--- config.mk ---
export PLATFORM = sky130hd
export DESIGN_NAME = parking_slot_monitor_flat
export DESIGN_NICKNAME = d
export VERILOG_FILES = /design/src/rtl/parking_pkg.sv /design/src/rtl/parking_slot_monitor_if.sv /design/src/rtl/parking_slot_monitor_seq_divider.sv /design/src/rtl/parking_slot_monitor.sv /design/src/flat_wrapper.sv
export SDC_FILE = /design/constraint.sdc
export NUM_CORES = 1
export LEC_CHECK = 0
export ABC_AREA = 0
export CAP_MARGIN = 20
export CORE_ASPECT_RATIO = 2
export CORE_MARGIN = 5
export CORE_UTILIZATION = 60
export CTS_BUF_LIST = sky130_fd_sc_hd__clkbuf_8
export DETAILED_ROUTE_END_ITERATION = 12
export PLACE_DENSITY = 0.81
export RECOVER_POWER = 25
export SYNTH_ARGS = -nofsm -noshare
export SYNTH_HDL_FRONTEND = slang
export SYNTH_SLANG_ARGS = --single-unit
--- constraint.sdc ---
create_clock -name clk -period 2.3 [get_ports clk]
set_clock_uncertainty 0.1 [all_clocks]
set_input_delay 0.575 -clock clk [delete_from_list [all_inputs] [get_ports clk]]
set_output_delay 0.575 -clock clk [all_outputs]
set_load 0.01 [all_outputs]
--- src/rtl/parking_pkg.sv ---
// Shared constants, FSM encoding and helpers for the parking slot monitor.
//  CLK_HZ        system clock frequency
//  CYCLES_PER_CM raw echo cycles per centimetre (58 us at 40 MHz)
//  DIST_W        converted distance width; DIST_MAX is its saturation value
//  RAW_W/DIV_W   dividend (raw echo count) and divisor widths
package parking_pkg;

    localparam int unsigned CLK_HZ        = 40_000_000;
    localparam logic [11:0] CYCLES_PER_CM = 12'd2320;
    localparam int unsigned DIST_W        = 10;
    localparam int unsigned RAW_W         = 22;
    localparam int unsigned DIV_W         = 12;

    localparam logic [DIST_W-1:0] DIST_MAX = '1;

    typedef enum logic [2:0] {
        StIdle,
        StLaunch,
        StArmed,
        StBusy,
        StDivide,
        StEval,
        StAbort
    } state_e;

    // Increment that sticks at max.
    function automatic logic [2:0] sat_inc(input logic [2:0] val, input logic [2:0] max);
        return (val >= max) ? max : val + 3'd1;
    endfunction

endpackage

--- src/rtl/parking_slot_monitor_if.sv ---
// Handshake between the monitor (master) and the HC-SR04 front end (slave).
//  sns_measure      one-cycle measurement request       (master -> slave)
//  sns_rst          active-high sensor reset            (master -> slave)
//  sns_ready        sensor idle / result available      (slave -> master)
//  sns_distance_raw echo count, stable while sns_ready  (slave -> master)
interface parking_slot_monitor_if;
    import parking_pkg::*;

    logic             sns_measure;
    logic             sns_rst;
    logic             sns_ready;
    logic [RAW_W-1:0] sns_distance_raw;

    modport master (
        output sns_measure,
        output sns_rst,
        input  sns_ready,
        input  sns_distance_raw
    );

    modport slave (
        input  sns_measure,
        input  sns_rst,
        output sns_ready,
        output sns_distance_raw
    );

endinterface

--- src/rtl/parking_slot_monitor_seq_divider.sv ---
// Iterative restoring divider, one quotient bit per clock.
//  clk, rst_n  clock, async active-low reset
//  start       load dividend and begin (one cycle)
//  dividend    RAW_W-bit numerator, sampled on the start edge
//  divisor     DIV_W-bit denominator, must be held constant during a division
//  quotient    truncated result; valid from done onwards until the next start
//  done        one-cycle pulse, RAW_W clocks after the start edge
module seq_divider
    import parking_pkg::*;
(
    input  logic             clk,
    input  logic             rst_n,
    input  logic             start,
    input  logic [RAW_W-1:0] dividend,
    input  logic [DIV_W-1:0] divisor,
    output logic [RAW_W-1:0] quotient,
    output logic             done
);

    logic [RAW_W-1:0] quo_q, quo_d;
    logic [DIV_W-1:0] rem_q, rem_d;
    logic [4:0]       cnt_q, cnt_d;
    logic             busy_q, busy_d;
    logic             done_q, done_d;

    // Partial remainder shifted left with the next dividend bit; the remainder is always
    // below the divisor, so DIV_W+1 bits hold the trial value.
    logic [DIV_W:0] trial;
    logic           fits;

    assign trial = {rem_q, quo_q[RAW_W-1]};
    assign fits  = trial >= {1'b0, divisor};

    always_comb begin
        quo_d  = quo_q;
        rem_d  = rem_q;
        cnt_d  = cnt_q;
        busy_d = busy_q;
        done_d = 1'b0;
        if (start) begin
            quo_d  = dividend;
            rem_d  = '0;
            cnt_d  = '0;
            busy_d = 1'b1;
        end else if (busy_q) begin
            // Dividend bits shift out of the top of quo_q as quotient bits shift in.
            rem_d = fits ? DIV_W'(trial - {1'b0, divisor}) : trial[DIV_W-1:0];
            quo_d = {quo_q[RAW_W-2:0], fits};
            cnt_d = cnt_q + 5'd1;
            if (cnt_q == 5'(RAW_W - 1)) begin
                busy_d = 1'b0;
                done_d = 1'b1;
            end
        end
    end

    always_ff @(posedge clk or negedge rst_n) begin
        if (!rst_n) begin
            quo_q  <= '0;
            rem_q  <= '0;
            cnt_q  <= '0;
            busy_q <= 1'b0;
            done_q <= 1'b0;
        end else begin
            quo_q  <= quo_d;
            rem_q  <= rem_d;
            cnt_q  <= cnt_d;
            busy_q <= busy_d;
            done_q <= done_d;
        end
    end

    assign quotient = quo_q;
    assign done     = done_q;

endmodule

--- src/rtl/parking_slot_monitor.sv ---
// Parking slot monitor: schedules HC-SR04 measurements, converts the echo count to cm,
// and derives slot occupancy with confirm counting and a hysteresis dead band.
//  clk, rst_n      40 MHz clock, async active-low reset
//  enable          permit new launches (an in-flight measurement always completes)
//  sns             sensor handshake (measure/reset requests, ready/raw result)
//  distance_cm     last converted distance, saturating at DIST_MAX
//  distance_valid  one-cycle strobe when distance_cm updates
//  occupied        confirmed occupancy level
//  car_entry/exit  one-cycle pulses on occupied rising/falling
//  sensor_fault    raised after FAULT_N consecutive echo timeouts
module parking_slot_monitor
    import parking_pkg::*;
#(
    parameter logic [23:0]       PERIOD_CYC  = 24'd2400000,
    parameter logic [23:0]       TIMEOUT_CYC = 24'd1520000,
    parameter logic [DIST_W-1:0] ENTRY_CM    = 10'd30,
    parameter logic [DIST_W-1:0] EXIT_CM     = 10'd40,
    parameter logic [2:0]        CONFIRM_N   = 3'd3,
    parameter logic [2:0]        FAULT_N     = 3'd4
) (
    input  logic                   clk,
    input  logic                   rst_n,
    input  logic                   enable,
    parking_slot_monitor_if.master sns,
    output logic [DIST_W-1:0]      distance_cm,
    output logic                   distance_valid,
    output logic                   occupied,
    output logic                   car_entry,
    output logic                   car_exit,
    output logic                   sensor_fault
);

    state_e            state_q, state_d;
    logic [23:0]       period_cnt_q, period_cnt_d;
    logic [23:0]       to_cnt_q, to_cnt_d;
    logic              first_q, first_d;
    logic              abort_cnt_q, abort_cnt_d;
    logic [2:0]        timeout_cnt_q, timeout_cnt_d;
    logic [2:0]        near_cnt_q, near_cnt_d;
    logic [2:0]        far_cnt_q, far_cnt_d;
    logic [DIST_W-1:0] dist_q, dist_d;
    logic              valid_q, valid_d;
    logic              occ_q, occ_d;
    logic              entry_q, entry_d;
    logic              exit_q, exit_d;
    logic              fault_q, fault_d;

    logic              div_start;
    logic              div_done;
    logic [RAW_W-1:0]  div_quotient;
    logic [DIST_W-1:0] dist_sat;
    logic              is_near;
    logic              is_far;
    logic              to_hit;
    logic [2:0]        timeout_inc;

    // Raw count is latched by the divider itself on the start edge.
    seq_divider u_div (
        .clk      (clk),
        .rst_n    (rst_n),
        .start    (div_start),
        .dividend (sns.sns_distance_raw),
        .divisor  (CYCLES_PER_CM),
        .quotient (div_quotient),
        .done     (div_done)
    );

    // to_cnt counts from the launch cycle, so this fires TIMEOUT_CYC clocks after it.
    assign to_hit      = to_cnt_q == TIMEOUT_CYC - 24'd1;
    assign div_start   = (state_q == StBusy) && !to_hit && sns.sns_ready;
    assign dist_sat    = (div_quotient > RAW_W'(DIST_MAX)) ? DIST_MAX
                                                           : div_quotient[DIST_W-1:0];
    assign is_near     = dist_sat < ENTRY_CM;
    assign is_far      = dist_sat > EXIT_CM;
    assign timeout_inc = sat_inc(timeout_cnt_q, 3'd7);

    always_comb begin
        state_d       = state_q;
        period_cnt_d  = (period_cnt_q < PERIOD_CYC - 24'd1) ? period_cnt_q + 24'd1
                                                            : period_cnt_q;
        to_cnt_d      = to_cnt_q;
        first_d       = first_q;
        abort_cnt_d   = abort_cnt_q;
        timeout_cnt_d = timeout_cnt_q;
        near_cnt_d    = near_cnt_q;
        far_cnt_d     = far_cnt_q;
        dist_d        = dist_q;
        valid_d       = 1'b0;
        occ_d         = occ_q;
        entry_d       = 1'b0;
        exit_d        = 1'b0;
        fault_d       = fault_q;

        unique case (state_q)
            StIdle: begin
                if (enable && sns.sns_ready &&
                    (first_q || period_cnt_q >= PERIOD_CYC - 24'd1)) begin
                    // Counters clear on entry so the LAUNCH cycle is count 0.
                    state_d      = StLaunch;
                    period_cnt_d = '0;
                    to_cnt_d     = '0;
                    first_d      = 1'b0;
                end
            end
            StLaunch: begin
                state_d  = StArmed;
                to_cnt_d = to_cnt_q + 24'd1;
            end
            StArmed: begin
                to_cnt_d = to_cnt_q + 24'd1;
                if (to_hit) begin
                    state_d     = StAbort;
                    abort_cnt_d = 1'b0;
                end else if (!sns.sns_ready) begin
                    state_d = StBusy;
                end
            end
            StBusy: begin
                to_cnt_d = to_cnt_q + 24'd1;
                if (to_hit) begin
                    state_d     = StAbort;
                    abort_cnt_d = 1'b0;
                end else if (sns.sns_ready) begin
                    state_d = StDivide;
                end
            end
            StDivide: begin
                if (div_done) begin
                    state_d = StEval;
                end
            end
            StEval: begin
                state_d       = StIdle;
                dist_d        = dist_sat;
                valid_d       = 1'b1;
                timeout_cnt_d = '0;
                fault_d       = 1'b0;
                if (is_near) begin
                    near_cnt_d = sat_inc(near_cnt_q, CONFIRM_N);
                    far_cnt_d  = '0;
                end else if (is_far) begin
                    far_cnt_d  = sat_inc(far_cnt_q, CONFIRM_N);
                    near_cnt_d = '0;
                end else begin
                    near_cnt_d = '0;
                    far_cnt_d  = '0;
                end
                // Occupancy decisions use the fault level from before this sample.
                if (!fault_q && !occ_q && near_cnt_d == CONFIRM_N) begin
                    occ_d      = 1'b1;
                    entry_d    = 1'b1;
                    near_cnt_d = '0;
                end
                if (!fault_q && occ_q && far_cnt_d == CONFIRM_N) begin
                    occ_d     = 1'b0;
                    exit_d    = 1'b1;
                    far_cnt_d = '0;
                end
            end
            StAbort: begin
                if (!abort_cnt_q) begin
                    abort_cnt_d   = 1'b1;
                    timeout_cnt_d = timeout_inc;
                    if (timeout_inc >= FAULT_N) begin
                        fault_d = 1'b1;
                    end
                end else begin
                    state_d = StIdle;
                end
            end
            default: state_d = StIdle;
        endcase
    end

    always_ff @(posedge clk or negedge rst_n) begin
        if (!rst_n) begin
            state_q       <= StIdle;
            period_cnt_q  <= '0;
            to_cnt_q      <= '0;
            first_q       <= 1'b1;
            abort_cnt_q   <= 1'b0;
            timeout_cnt_q <= '0;
            near_cnt_q    <= '0;
            far_cnt_q     <= '0;
            dist_q        <= '0;
            valid_q       <= 1'b0;
            occ_q         <= 1'b0;
            entry_q       <= 1'b0;
            exit_q        <= 1'b0;
            fault_q       <= 1'b0;
        end else begin
            state_q       <= state_d;
            period_cnt_q  <= period_cnt_d;
            to_cnt_q      <= to_cnt_d;
            first_q       <= first_d;
            abort_cnt_q   <= abort_cnt_d;
            timeout_cnt_q <= timeout_cnt_d;
            near_cnt_q    <= near_cnt_d;
            far_cnt_q     <= far_cnt_d;
            dist_q        <= dist_d;
            valid_q       <= valid_d;
            occ_q         <= occ_d;
            entry_q       <= entry_d;
            exit_q        <= exit_d;
            fault_q       <= fault_d;
        end
    end

    assign sns.sns_measure = state_q == StLaunch;
    assign sns.sns_rst     = state_q == StAbort;
    assign distance_cm     = dist_q;
    assign distance_valid  = valid_q;
    assign occupied        = occ_q;
    assign car_entry       = entry_q;
    assign car_exit        = exit_q;
    assign sensor_fault    = fault_q;

endmodule

--- src/flat_wrapper.sv ---
// flat-port wrapper written by rule: the top's interface ports become plain ports
module parking_slot_monitor_flat import parking_pkg::*;
#(
    parameter logic [23:0]       PERIOD_CYC  = 24'd2400000,
    parameter logic [23:0]       TIMEOUT_CYC = 24'd1520000,
    parameter logic [DIST_W-1:0] ENTRY_CM    = 10'd30,
    parameter logic [DIST_W-1:0] EXIT_CM     = 10'd40,
    parameter logic [2:0]        CONFIRM_N   = 3'd3,
    parameter logic [2:0]        FAULT_N     = 3'd4
)
  (clk, rst_n, enable, distance_cm, distance_valid, occupied, car_entry, car_exit, sensor_fault, sns_sns_measure, sns_sns_rst, sns_sns_ready, sns_sns_distance_raw);
  parking_slot_monitor_if sns_i ();
  input  logic clk;
  input  logic rst_n;
  input  logic enable;
  output logic [DIST_W-1:0] distance_cm;
  output logic distance_valid;
  output logic occupied;
  output logic car_entry;
  output logic car_exit;
  output logic sensor_fault;
  output wire logic [$bits(sns_i.sns_measure)-1:0] sns_sns_measure;
  output wire logic [$bits(sns_i.sns_rst)-1:0] sns_sns_rst;
  input wire logic [$bits(sns_i.sns_ready)-1:0] sns_sns_ready;
  input wire logic [$bits(sns_i.sns_distance_raw)-1:0] sns_sns_distance_raw;
  assign sns_sns_measure = sns_i.sns_measure;
  assign sns_sns_rst = sns_i.sns_rst;
  assign sns_i.sns_ready = sns_sns_ready;
  assign sns_i.sns_distance_raw = sns_sns_distance_raw;
  parking_slot_monitor #(.PERIOD_CYC(PERIOD_CYC), .TIMEOUT_CYC(TIMEOUT_CYC), .ENTRY_CM(ENTRY_CM), .EXIT_CM(EXIT_CM), .CONFIRM_N(CONFIRM_N), .FAULT_N(FAULT_N)) u_core (.clk(clk), .rst_n(rst_n), .enable(enable), .sns(sns_i), .distance_cm(distance_cm), .distance_valid(distance_valid), .occupied(occupied), .car_entry(car_entry), .car_exit(car_exit), .sensor_fault(sensor_fault));
endmodule
# Word level (Yosys, flattened, before mapping)
# Index checks and enable logic that the tools add are counted.
# Widths: inputs -> output; s select.
# classes
add_sub_neg	7
order_cmp	10
eq_ne	18
muxes	51
reduce_logical	27
# op_table
op	n
$mux 24	4
$mux 3	18
$add 24x1->24 const B	2
$pmux 24 s2	1
$mux 22	2
$mux 12	3
$eq 24x21->1 const B	1
$ge 24x22->1 const B	1
$lt 24x22->1 const B	1
$gt 22x10->1 const B	1
$pmux 3 s6	1
$mux 1	16
$ge 13x12->1 const B	1
$eq 3x2->1 const B	4
$sub 12x12->12 const B	1
$gt 10x6->1 const B	1
$lt 10x5->1 const B	1
$mux 10	1
$mux 5	2
$reduce_and 2->1	5
$reduce_bool 2->1	5
$add 3x1->3 const B	3
$eq 3x3->1 const B	3
$logic_and 1x1->1	8
17 further kinds	27
# word_totals
ff_bits	118
wordCells	132

# Logic depth before layout (Yosys ltp)
# logic_depth
depth_word	10
depth_mapped	8

# Hierarchy
# A second synthesis with hierarchy kept.
# hier_totals
hier_cells	705
hier_area_um2	6587.6
# by_module_without_submodules
module	instances	cells_per_inst	area_each_um2	seq_area_each_um2
parking_slot_monitor	1	422	3965.1	1928.1
seq_divider	1	283	2622.5	1026.0

# Least setup slack after synthesis
# OpenSTA, ideal clock, no wires.
# synth_path
path_kind	flip-flop to flip-flop
start	reg u_core.to_cnt_q[11]
end	reg u_core.u_div.quo_q[10] (netlist: u_core.u_div.quotient[10])
setup_ps	125
arrival_time_ps	1894
required_ps	2075
slack_ps	181
stages_incl_launch_ff	7
cell_sequence	dfrtp_1 -> or4b_1 -> nor3_2 -> nand4_2 -> nand4_4 -> buf_12 -> mux2_4
# synth_between
elab_chain_cells	5
# synth_rtl
element	line_no	text
start: declaration	parking_slot_monitor.sv:35	logic [23:0] to_cnt_q, to_cnt_d;
start signal: assignment	parking_slot_monitor.sv:194	to_cnt_q <= to_cnt_d;
$eq 24x21->1 (*)	parking_slot_monitor.sv:69	assign to_hit = to_cnt_q == TIMEOUT_CYC - 24'd1;
$logic_not 1->1 (*)	parking_slot_monitor.sv:70	assign div_start = (state_q == StBusy) && !to_hit && sns.sns_ready;
$logic_and 1x1->1 (*) (2 in series)	parking_slot_monitor.sv:70	
$mux 22 / $reduce_bool 2->1 (equally long branches)	n/a	
end signal: assignment	parking_slot_monitor_seq_divider.sv:65	quo_q <= quo_d;
end: declaration	parking_slot_monitor_seq_divider.sv:20	logic [RAW_W-1:0] quo_q, quo_d;
# Mark *: on every way between the ends. The rest lies on a longest branch, timed or not.
# A chain may end at the register's enable or synchronous reset.

# Final worst setup path
# layout_path
start	reg u_core.to_cnt_q[14]
end	reg u_core.u_div.quo_q[20] (netlist: u_core.u_div.quotient[20])
# Same word-level chain as after synthesis.

==> results.json <==
{
  "outcome": "finished clean",
  "worst_pin_slew_ns": 0.735,
  "drc": 0,
  "cp.arrival_ns": 2.48,
  "synthesis.instances": 602,
  "first_iter_violations": 282,
  "period_needed_ns": 2.25,
  "yosys.area_share.xor_xnor_pct": 2.50,
  "crit_family": "simple AND/OR/NAND/NOR gates",
  "finalHoldViolations": 0,
  "p_leak_nw": 3.34,
  "via_count": 5085,
  "yosys.area_share.simple_pct": 19.3,
  "drive_above_1_share_pct": 20.1,
  "cp.depth": 6,
  "final_max_slew_viol_count": 0,
  "core_um2": 10400,
  "hold_path.class": "flop to flop",
  "tritoncts": "done",
  "clkSinkCount": 118,
  "tns_ns": 0,
  "place_area_um2": 7060,
  "grt_antenna_before_repair": 0,
  "required_ns": 2.53,
  "chipWidth_um": 82.5,
  "area_growth_pct": 18.9,
  "syn_area_per_cell_um2": 10.5,
  "synth_cell_types": 72,
  "setup-violations-final": 0,
  "grt-ovfl-total": 0,
  "ys.flop_type": "dfrtp_1",
  "grtUsageTotal_pct": 24.4,
  "slowest_delay_ns": 0.51,
  "synth_top_family_by_area": "simple AND/OR/NAND/NOR gates",
  "peakVddDrop_mv": 0.492,
  "cp_slowest_cell": "or4b_1",
  "first_pass_iters": 5,
  "grt_first_pass_wirelength_mm": 24.4,
  "critPathCaptureType": "flop",
  "port_buffers": 42,
  "ff2ff_path_depth": 6,
  "die_area_um2": 12800,
  "seq_area_frac_synth_pct": 46.8,
  "num-nets-final": 712,
  "wl_per_cell_um": 17.7,
  "path_cells": "or4b_1 -> nor3_2 -> nand4_2 -> nand4_4 -> buf_12 -> mux2_4",
  "fin_crit_sh_pct": 97.8,
  "viasPerCell": 6.17,
  "synthArstFlopShare_pct": 100,
  "place_hpwl_mm": 10.3,
  "rows": 53,
  "ant_nets": 0,
  "cts_inserted_buffers": 17,
  "grt_pass1_vias": 5363,
  "critPathKind": "flop to flop",
  "rsz0062_at_grt": "no",
  "cp_max_fo": 16,
  "synth_fp_nets": 640,
  "cts-root-buf": "clkbuf_8",
  "critPathLaunchType": "flop",
  "hold_slack_ns": 0.396,
  "place_congestion": 0.903,
  "clk_latency_ns": 0.44,
  "final_cell_area_um2": 7500,
  "clk_path_buf_depth": 2,
  "clock.fmax_mhz": 444,
  "path_buf_inv": 1,
  "holdPathStages": 1,
  "fill_cells": 725,
  "powerDensity_nw_per_um2": 561,
  "synth_compound_area_share_pct": 14.5,
  "start_util_pct": 60.6,
  "diodes": 0,
  "synth-edff-count": 0,
  "muxShareOfSynthArea_pct": 10.8,
  "relSlewSlack_pct": 51.0,
  "die_h_um": 155,
  "io_pins": 43,
  "syn_area_um2": 6310,
  "yosys_warnings": 0,
  "synth_seq_cells": 118,
  "clk_pin_slew_ns": 0.08,
  "detail_route.wirelength_mm": 14.5,
  "drv_cap": 0,
  "htree_levels": 4,
  "synthAdderAreaFrac_pct": 2.38,
  "grt_max_degree": 66
}
[metrics by stage]
step	power, W	utilization (%)	setup WS, ns	cells
2_1_floorplan	0.00212	-	0.181	602
3_3_place_gp	0.00221	67.8	0.138	789
3_5_place_dp	0.00222	67.8	0.107	789
4_1_cts	0.00423	72.2	0.0576	824
5_1_grt	0.00434	72.1	0.00395	824
6_report	0.00421	72.1	0.0495	824
[metal layers]
layer | wire, um | global-route usage [%] | share of wire (%) | vias to the layer above
li1 | - | - | - | 2384
met1 | 5370 | 26.7 | 37 | 2506
met2 | 8190 | 43.6 | 56 | 155
met3 | 561 | 4.75 | 3.9 | 40
met4 | 429 | 11.4 | 2.9 | 0
met5 | 0 | 0 | 0 | -
[cell usage after synthesis, types with 13 or more instances]
library cell	n	area share (%)
dfrtp_1	117	46
nor2_1	43	2.6
o21ai_0	40	3.2
nand2_1	35	2.1
nand3_1	35	2.8
mux2_2	25	4.5
inv_1	23	1.4
a21oi_1	18	1.4
mux2_4	18	4.3
clkbuf_1	14	0.83
nand4_1	14	1.4
mux2i_1	13	2.1
[worst reg2reg max path, stage by stage, from the launching register on]
cell and delay, ns:
dfrtp_1 0.43, or4b_1 0.51, nor3_2 0.20, nand4_2 0.17, nand4_4 0.21, buf_12 0.20, mux2_4 0.32
[cells in the final DEF, fill, tap and decap left out, types with 4 or more instances in the layout]
cell and instances:
mux2_4 18, mux2_2 25, nor2_1 43, o22a_1 12
xor2_1 9, a211oi_1 5, nand3_1 35, clkdlybuf4s50_1 39
or4_1 5, and3_1 12, clkinv_4 4, nand2_1 35
o211ai_1 12, and4_1 5, nor4_1 9, ha_1 12
nor2b_1 5, a31oi_1 7, nor3b_1 4, nand4_1 14
xnor2_1 9, o31ai_1 8, dfrtp_1 115, inv_6 4
a21oi_1 18, and2_1 5, inv_1 23, nor3_1 9
mux2i_1 13, buf_4 30, or3_1 12, o21ai_0 40
clkbuf_8 17
[path summary, 6_finish.rpt]
check | from | slack, ns | to
setup / recovery | u_core.to_cnt_q[14] | 0.05 | u_core.u_div.quotient[20]
min in group asynchronous | rst_n | 0.63 | u_core.to_cnt_q[1]
hold / removal | u_core.to_cnt_q[23] | 0.40 | u_core.to_cnt_q[23]
max in group asynchronous | rst_n | 0.43 | u_core.period_cnt_q[2]
hold reg to reg | u_core.to_cnt_q[23] | 0.40 | u_core.to_cnt_q[23]
setup reg to reg | u_core.to_cnt_q[14] | 0.05 | u_core.u_div.quotient[20]
[state kept, by name, summed over array words and instances (netlist names)]
| name | count |
|---|---|
| u_core.state_q | 3 |
| u_core.occupied | 1 |
| u_core.distance_cm | 10 |
| u_core.u_div.busy_q | 1 |
| u_core.u_div.done | 1 |
| u_core.period_cnt_q | 24 |
| u_core.car_entry | 1 |
| u_core.u_div.rem_q | 12 |
| u_core.u_div.cnt_q | 5 |
| u_core.u_div.quotient | 22 |
| u_core.first_q | 1 |
| u_core.far_cnt_q | 3 |
| u_core.distance_valid | 1 |
| u_core.sensor_fault | 1 |
| u_core.to_cnt_q | 24 |
| u_core.near_cnt_q | 3 |
| u_core.car_exit | 1 |
| u_core.timeout_cnt_q | 3 |
| u_core.abort_cnt_q | 1 |
[layout make-up]
cell class	instances	area (um^2)	area share, %
clock buffer	17	234	3.12
clock inverter	15	194	2.58
inverter	24	90.1	1.20
multi-input combinational	434	3130	41.7
sequential	118	2960	39.4
tap	137	171	2.28
timing repair buffer	79	729	9.72
[cell families after synthesis]
| family | Yosys count |
|---|---|
| muxes | 56 |
| and+or+nand+nor | 217 |
| adders and majority gates | 12 |
| xor gates and xnor gates | 18 |
| buffers and inverters | 50 |
| AOI/OAI and AO/OA | 131 |
| DFF | 118 |
[repair_timing]
action	in CTS	in global routing
gates cloned	0	0
gates resized for setup	5	1
pin swaps	0	0
hold buffers	1	0
setup endpoints to repair	2	1
setup buffers	2	0
hold endpoints to repair	24	0
[power breakdown]
group	leakage, nW	internal, W	switching [W]
sequential	1.42	0.00207	0
clock	0.206	0.00110	0.000940
combinational	1.71	0.0000433	0.0000531
total	3.34	0.00321	0.000993
Note: power is estimated with default switching activity, not from simulation.
